`config.mk`:
```
export PLATFORM = sky130hd
export DESIGN_NAME = fwd_hazard_ctrl
export DESIGN_NICKNAME = d
export VERILOG_FILES = /design/src/rtl/fwd_hazard_ctrl.sv
export SDC_FILE = /design/constraint.sdc
export NUM_CORES = 1
export LEC_CHECK = 0
export CAP_MARGIN = 20
export CORE_MARGIN = 2
export CORE_UTILIZATION = 47
export CTS_CLUSTER_DIAMETER = 150
export DETAILED_ROUTE_END_ITERATION = 10
export PLACE_DENSITY = 0.79
export SYNTH_ARGS = -nofsm -noshare
export SYNTH_HDL_FRONTEND = slang
export SYNTH_SLANG_ARGS = --single-unit
```
`constraint.sdc`:
```
create_clock -name clk -period 2.1 [get_ports clk]
set_input_delay 0.21 -clock clk [delete_from_list [all_inputs] [get_ports clk]]
set_output_delay 0.21 -clock clk [all_outputs]
set_load 0.02 [all_outputs]
```
`src/rtl/fwd_hazard_ctrl.sv`:
```
// Forwarding and load-use hazard controller for the 5-stage pipeline.
// Tracks destination tags in EX/MEM/WB and produces registered operand-mux selects plus a stall.
module fwd_hazard_ctrl #(
  parameter int unsigned REG_W = 5
) (
  input  logic             clk,
  input  logic             rst_n,
  input  logic             hold,
  input  logic             flush,
  input  logic             id_valid,
  input  logic [REG_W-1:0] id_rs1,
  input  logic [REG_W-1:0] id_rs2,
  input  logic             id_use_rs1,
  input  logic             id_use_rs2,
  input  logic [REG_W-1:0] id_rd,
  input  logic             id_regwrite,
  input  logic             id_memread,
  output logic [1:0]       fwd_a_sel,
  output logic [1:0]       fwd_b_sel,
  output logic             stall
);

  localparam logic [1:0] SelRegFile = 2'b00;
  localparam logic [1:0] SelExMem   = 2'b01;
  localparam logic [1:0] SelMemWb   = 2'b10;

  // Pipeline destination tags
  logic [REG_W-1:0] ex_rd_q, ex_rd_d;
  logic             ex_we_q, ex_we_d;
  logic             ex_ld_q, ex_ld_d;
  logic [REG_W-1:0] mem_rd_q;
  logic             mem_we_q;
  logic [REG_W-1:0] wb_rd_q;
  logic             wb_we_q;

  // Registered operand selects for the instruction in EX
  logic [1:0] fwd_a_q, fwd_a_d;
  logic [1:0] fwd_b_q, fwd_b_d;

  logic hz;
  logic rs1_hit_ex, rs2_hit_ex;
  logic issue;

  // Newer producer (EX) wins over older (MEM); x0 is never forwarded.
  function automatic logic [1:0] fwd_sel(
    input logic             use_src,
    input logic [REG_W-1:0] src,
    input logic             ex_we,
    input logic [REG_W-1:0] ex_rd,
    input logic             mem_we,
    input logic [REG_W-1:0] mem_rd
  );
    logic [1:0] sel;
    sel = SelRegFile;
    if (use_src && (src != '0)) begin
      if (ex_we && (ex_rd == src)) begin
        sel = SelExMem;
      end else if (mem_we && (mem_rd == src)) begin
        sel = SelMemWb;
      end
    end
    return sel;
  endfunction

  // Load-use detection against the instruction currently in EX
  always_comb begin
    rs1_hit_ex = id_use_rs1 && (id_rs1 == ex_rd_q);
    rs2_hit_ex = id_use_rs2 && (id_rs2 == ex_rd_q);
    hz         = id_valid && ex_ld_q && ex_we_q && (ex_rd_q != '0) && (rs1_hit_ex || rs2_hit_ex);
    stall      = hz && !flush;
    issue      = id_valid && !flush && !hz;
  end

  // Next EX tags and selects; a non-issuing ID becomes a bubble
  always_comb begin
    ex_rd_d = '0;
    ex_we_d = 1'b0;
    ex_ld_d = 1'b0;
    fwd_a_d = SelRegFile;
    fwd_b_d = SelRegFile;
    if (issue) begin
      // rd is kept zero for non-writers so an idle tag never looks like a producer
      ex_rd_d = id_regwrite ? id_rd : '0;
      ex_we_d = id_regwrite;
      ex_ld_d = id_memread;
      fwd_a_d = fwd_sel(id_use_rs1, id_rs1, ex_we_q, ex_rd_q, mem_we_q, mem_rd_q);
      fwd_b_d = fwd_sel(id_use_rs2, id_rs2, ex_we_q, ex_rd_q, mem_we_q, mem_rd_q);
    end
  end

  always_ff @(posedge clk or negedge rst_n) begin
    if (!rst_n) begin
      ex_rd_q  <= '0;
      ex_we_q  <= 1'b0;
      ex_ld_q  <= 1'b0;
      mem_rd_q <= '0;
      mem_we_q <= 1'b0;
      wb_rd_q  <= '0;
      wb_we_q  <= 1'b0;
      fwd_a_q  <= SelRegFile;
      fwd_b_q  <= SelRegFile;
    end else if (!hold) begin
      wb_rd_q  <= mem_rd_q;
      wb_we_q  <= mem_we_q;
      mem_rd_q <= ex_rd_q;
      mem_we_q <= ex_we_q;
      ex_rd_q  <= ex_rd_d;
      ex_we_q  <= ex_we_d;
      ex_ld_q  <= ex_ld_d;
      fwd_a_q  <= fwd_a_d;
      fwd_b_q  <= fwd_b_d;
    end
  end

  assign fwd_a_sel = fwd_a_q;
  assign fwd_b_sel = fwd_b_q;

  // WB carries the write-back tag only; the register file is write-first, so no WB forwarding.
  assert property (@(posedge clk) disable iff (!rst_n)
    (wb_we_q || (wb_rd_q == '0)) && (fwd_a_q != 2'b11) && (fwd_b_q != 2'b11));

endmodule

```
Yosys cells after proc, flatten, opt, wreduce, memory -nomap -nowiden
Cells that the tools add are included.
W data, S select, Z words.
- equal/unequal tests: 6
- muxes and demuxes: 12
- reduce and logical (&&, ||, !) cells: 21
- operators by type and width (operator ; number):
    $eq A5 B5 Y1 ; 6
    $mux W2 ; 8
    $logic_and A1 B1 Y1 ; 15
    $reduce_bool A5 Y1 ; 3
    $mux W5 ; 2
    $logic_not A1 Y1 ; 2
    $mux W1 ; 2
    $logic_or A1 B1 Y1 ; 1
- bits in registers: 17
- bits of input ports: 24
- output and inout bits: 5
- word-level logic and storage cells: 46

Logic depth before layout (Yosys ltp)
- depth after elaboration: 7
- mapped depth: 6
- mapped depth without buffers: 5

Worst setup path after synthesis
Ideal clock, no wire load.
- path type: register -> output
- start point: register ex_rd_q[1]
- end point: output port stall
- data arrival time: 1475 ps
- required time: 1890 ps
- path slack: 415 ps
- stages on the path, launching flop included: 6
- buffers on the path: 1
- cells stage by stage: dfrtp_1 or4_4 o2111ai_2 nor2_2 buf_6 nor2b_4
- cells in the longest elaborated chain, start to end: 5
- elaborated cells on any way between the ends: 9
- those cells by class: eq/ne (2); reduce/logical (7)
- RTL lines (item ; line ; RTL):
    start, declared ; 28 ; logic [REG_W-1:0] ex_rd_q, ex_rd_d;
    start signal, assigned ; 107 ; ex_rd_q <= ex_rd_d;
    $eq A5 B5 Y1, on equally long branches ; 67, 68 ;
    $logic_and A1 B1 Y1, on equally long branches ; 67, 68 ;
    $logic_or A1 B1 Y1 ; 69 ; hz = id_valid && ex_ld_q && ex_we_q && (ex_rd_q != '0) && (rs1_hit_ex || rs2_hit_ex);
    $logic_and A1 B1 Y1 * ; 69 ;
    $logic_and A1 B1 Y1 * ; 70 ; stall = hz && !flush;
    end, declared ; 20 ; output logic stall
Every way passes the cells marked *; elsewhere a longest branch is shown, timed or not.

Worst setup path in the final report
- start point: register ex_rd_q[2]
- end point: output port stall
Same word-level chain as after synthesis.

==> impl_metrics.toml <==
[global_route]
gr-max-usage-layer = "met2"
grt_pass1_vias = 922
overflow = 0
grt_max_degree = 18
grt_use_met2 = 0.359
use_met3 = 0.0380
met1_usage = 0.244
grt_pass1_wl_mm = 3.91
antenna_found_initial = 0
grt_usage = 0.203

[synthesis]
synth_compound_area_frac = 0.145
synth_seq_cells = 17
synth_top_area_share = 0.411
ys_warn_count = 0
synth_fa_ha_area_frac = 0
synth-xor-area-share = 0.169
synth_top_family_by_area = "simple AND/OR/NAND/NOR gates"
synth_nets = 123
synth_cell_type_count = 25
synth_area_um2 = 1040
synthMuxAreaShare = 0.0652
syn_inst = 99
ys_top_cells_by_area = "dfrtp_1 41%, xnor2_1 10%, o21ai_2 7.6%"
syn_avg_cell_area_um2 = 10.5
yosys.area.top_type = "dfrtp_1"
yosys.area_share.simple = 0.191
ys_seq_area_frac = 0.411

[setup_path]
crit_slowest_cell = "or4_4"
crit_type = "reg2out"
critPathArrivalTime_ns = 1.78
critical_path_buf_inv_count = 1
cp_cell_sequence = "or4_4 > o2111ai_2 > nor2_2 > nor2b_4 > buf_4"
startpoint_type = "flip-flop"
crit_fanout = 5
crit_path_end_kind = "output port"
critical-path-max-stage-delay_ns = 0.52
r2r_slack_ns = 0.34
crit_required_ns = 1.89
cp_top_family = "simple AND/OR/NAND/NOR gates"

[floorplan]
fp-row-count = 16
io_pins = 29
die_y_um = 51.0
die_w_um = 51.0
coreArea_um2 = 2020
die_area_um2 = 2600
start_util = 0.512

[sta]
final.setup.tns_ns = 0
setup_ws_ns = 0.106
setup_viol = 0
rsz0062_at_grt = "false"
period_share = 0.949
fmax_mhz = 502
period_needed_ns = 1.99
hold_viol_final = 0
final_max_slew_viol_count = 0
fin_skew_ns = 0.00514
tightest_slew_ns = 0.317
slew_headroom = 0.787

[clocking]
cts_buffers = 3
tritoncts = "done"
cts_max_level = 1
hold_buffers = 0
clock-root-buffer = "clkbuf_4"
clkTransAtPathRegs_ns = 0.10
insertion_delay_ns = 0.28
clockBufferDepth = 2
cts.sink_count = 17

[detailed_routing]
first_pass_iters = 3
drc = 0
wl_per_cell_um = 13.0
vias = 886
wl_mm = 2.22
drt_iter0_markers = 10
via_per_inst = 5.18
postRouteAntennaNets = 0

[final_layout]
stdcell_count = 171
drive_above_1_share = 0.285
layout_common_cells = "27 x clkdlybuf4s50_1, 17 x nand2_1, 17 x buf_4, 16 x dfrtp_1, 12 x xnor2_1"
fin_nets = 169
diodes = 0
areaGrowthSynthToFinish_pct = 42.4
final_common_cell = "clkdlybuf4s50_1"

[job]
max_cap_viol_count = 0

[placement]
dp_hpwl_mm = 1.79
dp_cells = 166
place_congestion = 0.883
io_buffers = 28
post-place-ws_ns = -0.180

[worst_hold_path]
hp-class = "in2async"

[power]
power.leakage_nw = 0.607
ir_drop_mv = 0.388
p_per_area_nw_per_um2 = 457

[run_status]
outcome = "complete, no violations"
## per-layer routing
metal	up-vias	routed length [um]	share of wire
li1	448	-	-
met1	415	967	0.44
met2	23	1140	0.51
met3	0	112	0.050
met4	0	0	0
met5	-	0	0
## report_power, final
part | switching [mW] | leakage, nW | internal (mW)
registers | 0.0140 | 0.232 | 0.339
clock network | 0.0976 | 0.0150 | 0.0737
logic | 0.0585 | 0.360 | 0.0915
## final timing paths
check	end	from	depth (start not counted)
worst max-delay path	stall	ex_rd_q[2]$_DFFE_PN0N_	5
worst max register to register	fwd_a_sel[0]$_DFFE_PN0N_	ex_rd_q[2]$_DFFE_PN0N_	5
worst min register to register	fwd_b_sel[1]$_DFFE_PN0N_	fwd_b_sel[1]$_DFFE_PN0N_	2
min in group clk	ex_ld_q$_DFFE_PN0N_	id_memread	3
worst min-delay path	ex_rd_q[1]$_DFFE_PN0N_	rst_n	2
max in group asynchronous	ex_rd_q[2]$_DFFE_PN0N_	rst_n	2
## registers in the layout, indices dropped and copies added (netlist names)
name	cells
ex_ld_q	1
ex_rd_q	5
ex_we_q	1
fwd_a_sel	2
fwd_b_sel	2
mem_rd_q	5
mem_we_q	1
## metrics by stage
| step | hold WS (ns) | power [mW] | area, um^2 | utilization |
|---|---|---|---|---|
| 2_1_floorplan | -0.0856 | 0.417 | 1040 | - |
| 3_3_place_gp | 0.465 | 0.504 | 1440 | 0.713 |
| 3_5_place_dp | 0.468 | 0.509 | 1440 | 0.713 |
| 4_1_cts | 0.233 | 0.685 | 1470 | 0.728 |
| 5_1_grt | 0.243 | 0.723 | 1480 | 0.730 |
| 6_report | 0.235 | 0.674 | 1480 | 0.730 |
## what timing repair did
action	4_1_cts	5_1_grt
buffers inserted	1	0
hold endpoints to repair	0	0
endpoints found under the setup margin	1	1
resized for setup	5	1
## area by class of cell
cell class                      instances  area [um^2]
Multi-Input combinational cell         79          591
Fill cell                             153          547
Sequential cell                        17          427
Timing Repair Buffer                   44          398
Tap cell                               27         33.8
Clock buffer                            4         26.3
## cells by family (layout without fill, tap and decap cells)
logic type / after synthesis / after routing
and+or+nand+nor: 36 / 36
xor gates and xnor gates: 20 / 20
AOI/OAI and AO/OA: 17 / 17
buffers and inverters: 3 / 48
DFF: 17 / 17
muxes: 6 / 6
## synthesized netlist by cell type, drive strengths merged
cell and number:
nor2 2, o22a 1, a211o 1, or3 1
mux2 6, nor2b 1, nor3b 1, nand2 17
o2111ai 2, o31ai 2, o211ai 2, clkbuf 1
nand3 8, dfrtp 17, xnor2 12, or4 3
o21ai 9, nor4 2, buf 2, nand4 1
xor2 8
(Power assumes the default switching activity.)
